==> src/rtl/time_keeper_pkg.sv <==
// clock_pkg: shared mode encoding and time moduli for the wall-clock path.
package clock_pkg;
  typedef enum logic [1:0] {RUN, SET_HH, SET_MM} mode_t;
  localparam int SEC_MOD = 60;
  localparam int MIN_MOD = 60;
endpackage

==> src/rtl/time_keeper_if.sv <==
// time_keeper_if: tick/button inputs and time/mode outputs of the time keeper.
interface time_keeper_if;
  import clock_pkg::*;
  logic       tick_1s;
  logic       tick_500ms;
  logic       btn_mode;
  logic       btn_inc;
  logic [4:0] hours;
  logic [5:0] minutes;
  logic [5:0] seconds;
  mode_t      mode;
  logic       blink_on;
  logic       day_wrap;
  modport master (output tick_1s, tick_500ms, btn_mode, btn_inc,
                  input hours, minutes, seconds, mode, blink_on, day_wrap);
  modport slave  (input tick_1s, tick_500ms, btn_mode, btn_inc,
                  output hours, minutes, seconds, mode, blink_on, day_wrap);
endinterface

==> src/rtl/time_keeper_mod_counter.sv <==
// mod_counter: wrapping modulo counter with a combinational carry-out on wrap.
module mod_counter #(
  parameter int MOD     = 60,
  parameter int W       = 6,
  parameter int RST_VAL = 0
) (
  input  logic         clk,
  input  logic         rst_n,
  input  logic         inc,
  output logic [W-1:0] value,
  output logic         carry
);
  logic [W-1:0] value_q, value_d;
  always_comb value_d = inc ? ((value_q == W'(MOD - 1)) ? '0 : value_q + 1'b1) : value_q;
  always_ff @(posedge clk)
    if (!rst_n) value_q <= W'(RST_VAL);
    else        value_q <= value_d;
  assign value = value_q;
  assign carry = inc && (value_q == W'(MOD - 1));
endmodule

==> src/rtl/time_keeper.sv <==
// time_keeper: HH:MM:SS wall clock driven by divider ticks, with button-driven
// hour/minute setting and a blink enable for the field being edited.
module time_keeper
  import clock_pkg::*;
#(
  parameter int HOUR_MOD   = 24,
  parameter int RESET_HOUR = 0
) (
  input logic         clk,
  input logic         rst_n,
  time_keeper_if.slave tk
);
  mode_t mode_q, mode_d;
  logic  blink_q, blink_d;
  logic  day_wrap_q, day_wrap_d;
  logic  run, set_hh, set_mm, edit_inc, sec_clr;
  logic  sec_inc, min_inc, hr_inc, sec_c, min_c, hr_c;
  logic [4:0] hours;
  logic [5:0] minutes, seconds;
  assign run      = mode_q == RUN;
  assign set_hh   = mode_q == SET_HH;
  assign set_mm   = mode_q == SET_MM;
  assign edit_inc = tk.btn_inc && !tk.btn_mode;
  // Leaving SET_MM restarts the minute cleanly; the seconds counter's sync reset does the clear.
  assign sec_clr  = set_mm && tk.btn_mode;
  assign sec_inc  = run && tk.tick_1s;
  assign min_inc  = run ? sec_c : set_mm && edit_inc;
  assign hr_inc   = run ? min_c : set_hh && edit_inc;
  mod_counter #(.MOD(SEC_MOD), .W(6), .RST_VAL(0)) u_sec (
    .clk(clk), .rst_n(rst_n && !sec_clr), .inc(sec_inc), .value(seconds), .carry(sec_c));
  mod_counter #(.MOD(MIN_MOD), .W(6), .RST_VAL(0)) u_min (
    .clk(clk), .rst_n(rst_n), .inc(min_inc), .value(minutes), .carry(min_c));
  mod_counter #(.MOD(HOUR_MOD), .W(5), .RST_VAL(RESET_HOUR)) u_hr (
    .clk(clk), .rst_n(rst_n), .inc(hr_inc), .value(hours), .carry(hr_c));
  always_comb begin
    mode_d = mode_q;
    if (!(run || set_hh || set_mm)) mode_d = RUN;
    else if (tk.btn_mode)           mode_d = run ? SET_HH : set_hh ? SET_MM : RUN;
    blink_d    = (tk.btn_mode || !(set_hh || set_mm)) ? 1'b1 : blink_q ^ tk.tick_500ms;
    day_wrap_d = run && hr_c;
  end
  always_ff @(posedge clk)
    if (!rst_n) begin
      mode_q     <= RUN;
      blink_q    <= 1'b1;
      day_wrap_q <= 1'b0;
    end else begin
      mode_q     <= mode_d;
      blink_q    <= blink_d;
      day_wrap_q <= day_wrap_d;
    end
  assign tk.hours    = hours;
  assign tk.minutes  = minutes;
  assign tk.seconds  = seconds;
  assign tk.mode     = mode_q;
  assign tk.blink_on = blink_q;
  assign tk.day_wrap = day_wrap_q;
endmodule

==> src/flat_wrapper.sv <==
// flat-port wrapper written by rule: the top's interface ports become plain ports
module time_keeper_flat import clock_pkg::*;
#(
  parameter int HOUR_MOD   = 24,
  parameter int RESET_HOUR = 0
)
  (clk, rst_n, tk_tick_1s, tk_tick_500ms, tk_btn_mode, tk_btn_inc, tk_hours, tk_minutes, tk_seconds, tk_mode, tk_blink_on, tk_day_wrap);
  time_keeper_if tk_i ();
  input logic clk;
  input logic rst_n;
  input wire logic [$bits(tk_i.tick_1s)-1:0] tk_tick_1s;
  input wire logic [$bits(tk_i.tick_500ms)-1:0] tk_tick_500ms;
  input wire logic [$bits(tk_i.btn_mode)-1:0] tk_btn_mode;
  input wire logic [$bits(tk_i.btn_inc)-1:0] tk_btn_inc;
  output wire logic [$bits(tk_i.hours)-1:0] tk_hours;
  output wire logic [$bits(tk_i.minutes)-1:0] tk_minutes;
  output wire logic [$bits(tk_i.seconds)-1:0] tk_seconds;
  output wire logic [$bits(tk_i.mode)-1:0] tk_mode;
  output wire logic [$bits(tk_i.blink_on)-1:0] tk_blink_on;
  output wire logic [$bits(tk_i.day_wrap)-1:0] tk_day_wrap;
  assign tk_i.tick_1s = tk_tick_1s;
  assign tk_i.tick_500ms = tk_tick_500ms;
  assign tk_i.btn_mode = tk_btn_mode;
  assign tk_i.btn_inc = tk_btn_inc;
  assign tk_hours = tk_i.hours;
  assign tk_minutes = tk_i.minutes;
  assign tk_seconds = tk_i.seconds;
  assign tk_mode = tk_i.mode;
  assign tk_blink_on = tk_i.blink_on;
  assign tk_day_wrap = tk_i.day_wrap;
  time_keeper #(.HOUR_MOD(HOUR_MOD), .RESET_HOUR(RESET_HOUR)) u_core (.clk(clk), .rst_n(rst_n), .tk(tk_i));
endmodule
==> config.mk <==
export PLATFORM = sky130hd
export DESIGN_NAME = time_keeper_flat
export DESIGN_NICKNAME = d
export VERILOG_FILES = /design/src/rtl/time_keeper_pkg.sv /design/src/rtl/time_keeper_if.sv /design/src/rtl/time_keeper_mod_counter.sv /design/src/rtl/time_keeper.sv /design/src/flat_wrapper.sv
export SDC_FILE = /design/constraint.sdc
export NUM_CORES = 1
export LEC_CHECK = 0
export ABC_AREA = 1
export CAP_MARGIN = 15
export CORE_ASPECT_RATIO = 0.6
export CORE_MARGIN = 3
export CORE_UTILIZATION = 48
export CTS_CLUSTER_SIZE = 25
export DETAILED_ROUTE_END_ITERATION = 10
export MAX_ROUTING_LAYER = met4
export PLACE_DENSITY = 0.81
export SLEW_MARGIN = 15
export SYNTH_ARGS = -nofsm -noshare
export SYNTH_HDL_FRONTEND = slang
export SYNTH_SLANG_ARGS = --single-unit
==> constraint.sdc <==
create_clock -name clk -period 1.8 [get_ports clk]
set_input_delay 0.18 -clock clk [delete_from_list [all_inputs] [get_ports clk]]
set_output_delay 0.18 -clock clk [all_outputs]
set_load 0.01 [all_outputs]
==> impl_metrics.toml <==
[place]
place_inst = 201
globalplace.congestion = 0.9092
dp_hpwl_um = 1992
io_buffers = 26

[critical_path]
r2r_slack_ns = 0.14
crit_path_max_fanout = 8
crit_path_start = "u_core.tk.mode[1]"
critPathCaptureType = "register"
crit_path_start_kind = "register"
worst_r2r_startpoint = "u_core.tk.mode[1]"
cp.required_ns = 1.96
path_class = "reg -> reg"
worst_ep_arrival_time_ns = 1.82

[sta]
fin_crit_sh_pct = 92.04
fmax_mhz = 603.6
hold_violations = 0
layout_min_cycle_time_ns = 1.657
max_slew_margin_pct = 78.88
fin_skew_ns = 0.001768
setup_viol = 0
slew_violations = 0
rsz0062_at_grt = "false"
worstMarginPinSlew_ns = 0.3158
setup-tns-final_ns = 0

[clock_network]
clockBufferDepth = 2
post_cts_buffers = 0
clkLatencyLatePin_ns = 0.26
numCtsBuffers = 3
htreeDepth = 1
clock_sinks = 21
clk_pin_slew_ns = 0.08
cts_tree = "yes"
cts-root-buf = "clkbuf_8"

[synthesis]
avgSynthCellArea_um2 = 7.750
postSynthCellCount = 144
synth_xor_area_share_pct = 3.924
synth_area_um2 = 1116
synth_top_family_by_area = "simple AND/OR/NAND/NOR gates"
synth_compound_area_share_pct = 9.305
synth-simple-area-share_pct = 34.42
yosys.area_share.adder_pct = 8.969
ys_ff_latch = 21
yosysUniqueCellTypes = 25
synth_warnings = 0
synth_seq_area_share_pct = 37.67
muxShareOfSynthArea_pct = 0
synth_nets = 158

[cells_and_area]
finalNetCount = 192
fin_cells = 205
n_antenna_cell = 0
final_common_cell = "clkdlybuf4s50_1"
drive_gt1_share_pct = 10.73
final_cell_mix = "clkdlybuf4s50_1 (26), nor2_1 (25), nand2_1 (23), dfxtp_1 (21), inv_1 (16)"
syn2layout_area_growth_pct = 34.19

[floorplan]
ios = 27
start_util_pct = 55.47
die-area_um2 = 2959
coreArea_um2 = 2012
num_rows = 12
die_h_um = 43.35
die_w_um = 68.25

[power_and_ir_drop]
p_total_w = 0.0009221
cellInternalPower_w = 0.0006885
switchingPower_w = 0.0002336
p_leak_nw = 0.6174
combinationalPowerShare_pct = 13.7
sw_frac_of_total_pct = 25.33
pwr_density_cell_nw_per_um2 = 615.7
p_clk_share_pct = 33.7
seq_power_share_pct = 52.7
ir_drop_mv = 0.5458

[route]
drt_first_iter_violations = 63
dr.pass1.iters = 4
viasPerCell = 5.068
final_antenna_net_count = 0
drt_wl_total_um = 2538
vias = 1039
drcViolationCount = 0
wl_per_cell_um = 12.38

[global_route]
antenna_found_initial = 0
grt_pass1_wl_um = 4319
grt_util_all_layers_pct = 20.18
grt_max_degree = 13
overflow = 0
grt_pass1_vias = 977

[run]
drv_cap = 0

[hold_path]
hold_path_class = "reg -> reg"
hp-start = "u_core.u_sec.value[0]"

[status]
status = "finished clean"
-- registers in the layout, indices dropped and copies added (netlist names) --
| name | cells |
|---|---|
| u_core.u_min.value | 6 |
| u_core.u_sec.value | 6 |
| u_core.u_hr.value | 5 |
| u_core.tk.mode | 2 |
| u_core.tk.blink_on | 1 |
| u_core.tk.day_wrap | 1 |
-- routing by layer --
| layer | vias to the layer above | wire length (µm) | track usage, % |
|---|---|---|---|
| met5 | - | 0 | - |
| met2 | 30 | 1057 | 28.54 |
| met3 | 6 | 132 | 6.477 |
| li1 | 536 | - | - |
| met1 | 467 | 1313 | 27.33 |
| met4 | 0 | 34 | 5.929 |
-- cell families (layout without fill, tap and decap cells) --
family,Yosys count,after routing
AOI/OAI and AO/OA,18,18
xor gates and xnor gates,5,5
adders and majority gates,8,8
buffers and inverters,17,50
DFF,21,21
and+or+nand+nor,75,75
-- worst max-delay path, stage by stage, from the launching register on --
cell	delay, ns
dfxtp_1	0.41
inv_2	0.09
ha_4	0.18
inv_1	0.10
nand4_1	0.16
nand2_4	0.18
nand2_1	0.08
nand2_1	0.15
inv_1	0.07
o21ai_0	0.07
nor2_1	0.06
-- worst paths after layout --
path                                         endpoint  depth (start not counted)
worst min-delay path            u_core.u_sec.value[0]                          2
worst max-delay path            u_core.u_min.value[4]                         10
worst max register to register  u_core.u_min.value[4]                         10
worst min register to register  u_core.u_sec.value[0]                          2
-- area by class of cell --
| cell class | instances | area [µm²] |
|---|---|---|
| sequential | 21 | 420.4 |
| clock buffer | 3 | 41.29 |
| clock inverter | 1 | 5.005 |
| multi-input combinational | 106 | 649.4 |
| inverter | 17 | 63.81 |
| tap | 28 | 35.03 |
| timing repair buffer | 29 | 282.8 |
| fill | 162 | 514.2 |
-- through the flow --
step,cell area (µm²),utilization [%],hold slack [ns],setup WS [ns]
6_report,1498,74.44,0.5129,0.1433
3_3_place_gp,1434,71.27,0.4932,0.09296
4_1_cts,1488,73.94,0.5188,0.05010
5_1_grt,1498,74.44,0.5682,0.02079
3_5_place_dp,1434,71.27,0.5011,0.01297
2_1_floorplan,1116,-,0.2711,0.1576
-- what timing repair did --
action | in CTS | in global routing
setup endpoints to repair | 1 | 9
gates resized for setup | 2 | 2
hold buffers | 0 | 0
-- power groups by stage --
| stage | Clock, W | Combinational [W] | Sequential (W) |
|---|---|---|---|
| after floorplan | 0 | 0.0000554 | 0.000501 |
| after global placement | 0 | 0.000115 | 0.000495 |
| after detailed placement | 0 | 0.000119 | 0.000496 |
| after CTS | 0.000324 | 0.000122 | 0.000485 |
| after global routing | 0.000341 | 0.000140 | 0.000488 |
| final | 0.000310 | 0.000126 | 0.000486 |
-- Yosys cell counts (all sizes together) --
cell | instances | share of area (%)
a211oi | 2 | 1.3
a21oi | 10 | 4.5
a31oi | 1 | 0.56
dfxtp | 21 | 38
ha | 8 | 9.0
inv | 17 | 5.7
nand2 | 27 | 11
nand3 | 10 | 6.1
nand3b | 2 | 1.3
nand4 | 4 | 2.2
nor2 | 26 | 10
nor3 | 2 | 0.90
nor3b | 1 | 0.67
nor4 | 1 | 0.56
o21a | 1 | 0.67
o21ai | 2 | 0.90
o21bai | 2 | 1.3
or2 | 2 | 1.1
xnor2 | 1 | 0.78
xor2 | 4 | 3.1
No activity file was read; power rests on OpenSTA's default activity.
==> RTL change, RTL diff (same flow settings) <==
`HOUR_MOD` is set to 24 in 2 places; all go to 12.
--- a/src/rtl/time_keeper.sv
+++ b/src/rtl/time_keeper.sv
@@ -3,7 +3,7 @@
 module time_keeper
   import clock_pkg::*;
 #(
-  parameter int HOUR_MOD   = 24,
+  parameter int HOUR_MOD   = 12,
   parameter int RESET_HOUR = 0
 ) (
   input logic         clk,
--- a/src/flat_wrapper.sv
+++ b/src/flat_wrapper.sv
@@ -1,7 +1,7 @@
 // flat-port wrapper written by rule: the top's interface ports become plain ports
 module time_keeper_flat import clock_pkg::*;
 #(
-  parameter int HOUR_MOD   = 24,
+  parameter int HOUR_MOD   = 12,
   parameter int RESET_HOUR = 0
 )
   (clk, rst_n, tk_tick_1s, tk_tick_500ms, tk_btn_mode, tk_btn_inc, tk_hours, tk_minutes, tk_seconds, tk_mode, tk_blink_on, tk_day_wrap);
Behaviour: no difference found for any inputs over 10 cycles, from zero or initial values and one cycle with rst_n low; that may be too few to reach the edited logic, so the function may still have changed.
==> RTL change against the unedited design <==
Total power down 0.50%; setup slack worse by 0.0070 ns; highest routed layer unchanged; die area up 2.5%; wire length up 0.39%; synthesized cell count up 1.4%; critical path type unchanged; sequential cell count unchanged; final area up 0.33%; area after synthesis up 2.8%.
==> RTL change: results <==
{
  "status": "finished clean",
  "crit_fanout": 10,
  "worstRegToRegCells": 11,
  "fin_hold_ws_ns": 0.5065,
  "antenna_cells": 0,
  "synth_area_per_cell_sq_um": 7.859,
  "h-tree-depth": 1,
  "comb_power_share": 0.126,
  "routed_wl_um": 2548,
  "multi_input_area_sq_um": 658.1,
  "synth_nets": 160,
  "drive_gt1_frac": 0.1130,
  "cpPeakStageDelay_ns": 0.35,
  "slowest_stage": "dfxtp_1",
  "hpwlAfterDp_um": 1964,
  "muxShareOfSynthArea": 0,
  "hold_path_startpoint": "u_core.tk.blink_on",
  "inverters": 19,
  "synth.distinct_cells": 26,
  "r2r_slack_ns": 0.14,
  "io_buffers": 26,
  "seq_share": 0.2806,
  "power.leakage_nw": 0.6121,
  "synth-xor-area-share": 0.05344,
  "buf_share": 0.1782,
  "synth_compound_area_frac": 0.06543,
  "drtIter0Drc": 56,
  "synth.area.top_cells": "dfxtp_1 (37%), ha_1 (8.7%), nor2_1 (7.9%), nand2_1 (6.5%), inv_1 (5.9%)",
  "first_pass_iters": 4,
  "finalPower_uw": 917.5,
  "numCtsBuffers": 3,
  "ys_seq_area_frac": 0.3664,
  "synth_seq_cells": 21,
  "r2r_end": "u_core.u_hr.value[0]",
  "p_int_uw": 683.8,
  "nNonClkBuffers": 27,
  "slew_headroom": 0.7528,
  "synthTopCellsByCount": "nor2_1 (24), dfxtp_1 (21), nand2_1 (20)",
  "routabilityCongestion": 0.8727,
  "ir_drop_v": 0.0003704,
  "num-fill-cells": 180,
  "clk_latency_ns": 0.26,
  "ctsResizeCount": 0,
  "grt_first_pass_wirelength_um": 4374,
  "worstHoldPathCells": 2,
  "viasPerCell": 4.942,
  "synth_fa_ha_area_frac": 0.08724,
  "layout.cells.non_filler": 207,
  "num-multi-input-gates": 106,
  "cts_max_path_buffers": 2,
  "skew_ns": 0.006364,
  "grt_pass1_vias": 987,
  "placed_cells": 203,
  "grt_usage": 0.1913,
  "finalSetupTns_ns": 0,
  "clock_area_frac": 0.03081,
  "min_to": "u_core.tk.blink_on",
  "powerClk_uw": 313,
  "grt_max_degree": 13,
  "cts-root-buf": "clkbuf_8"
}
## RTL change: changes by cell type after synthesis, sizes merged, moves of 2 or more
| cell | before | now |
|---|---|---|
| nand2 | 27 | 24 |
| nor3 | 2 | 5 |
| nor3b | 1 | 3 |
| o21bai | 2 | 0 |
| inv | 17 | 19 |
| nand3 | 10 | 12 |
## RTL change: worst max-delay path by stage
| stage | end | slack, ns | cells after the start |
|---|---|---|---|
| 3_5_place_dp | u_core.u_hr.value[0] | 0.04 | 10 |
| 5_1_grt | u_core.u_hr.value[0] | 0.004 | 11 |
| 2_1_floorplan | u_core.u_hr.value[0] | 0.18 | 10 |
| 6_report | u_core.u_hr.value[0] | 0.14 | 11 |
| 3_3_place_gp | u_core.u_hr.value[1] | 0.12 | 10 |
| 4_1_cts | u_core.u_hr.value[0] | 0.03 | 10 |
## RTL change: kinds of logic after synthesis
group	after synthesis
buf+inv	19
flops	21
compound gates	14
simple gates	77
fa+ha+maj	8
xor+xnor	7
## RTL change: per-layer routing
layer / global-route usage / vias up / part of all wire
li1: - / 539 / -
met1: 0.2413 / 457 / 0.50
met2: 0.2860 / 25 / 0.44
met3: 0.06713 / 2 / 0.044
met4: 0.06615 / 0 / 0.0098
met5: - / - / 0
## RTL change: tightest hold or removal path, stage by stage, from the launching register on
cell and delay [ns]:
dfxtp_1 0.35, xnor2_1 0.07, nand4_1 0.06
## RTL change: through the flow
| step | worst slack [ns] | area, sq um | utilization |
|---|---|---|---|
| 2_1_floorplan | 0.1825 | 1147 | - |
| 3_3_place_gp | 0.1213 | 1453 | 0.6567 |
| 3_5_place_dp | 0.04236 | 1453 | 0.6567 |
| 4_1_cts | 0.02860 | 1499 | 0.6776 |
| 5_1_grt | 0.004453 | 1503 | 0.6793 |
| 6_report | 0.1362 | 1503 | 0.6793 |
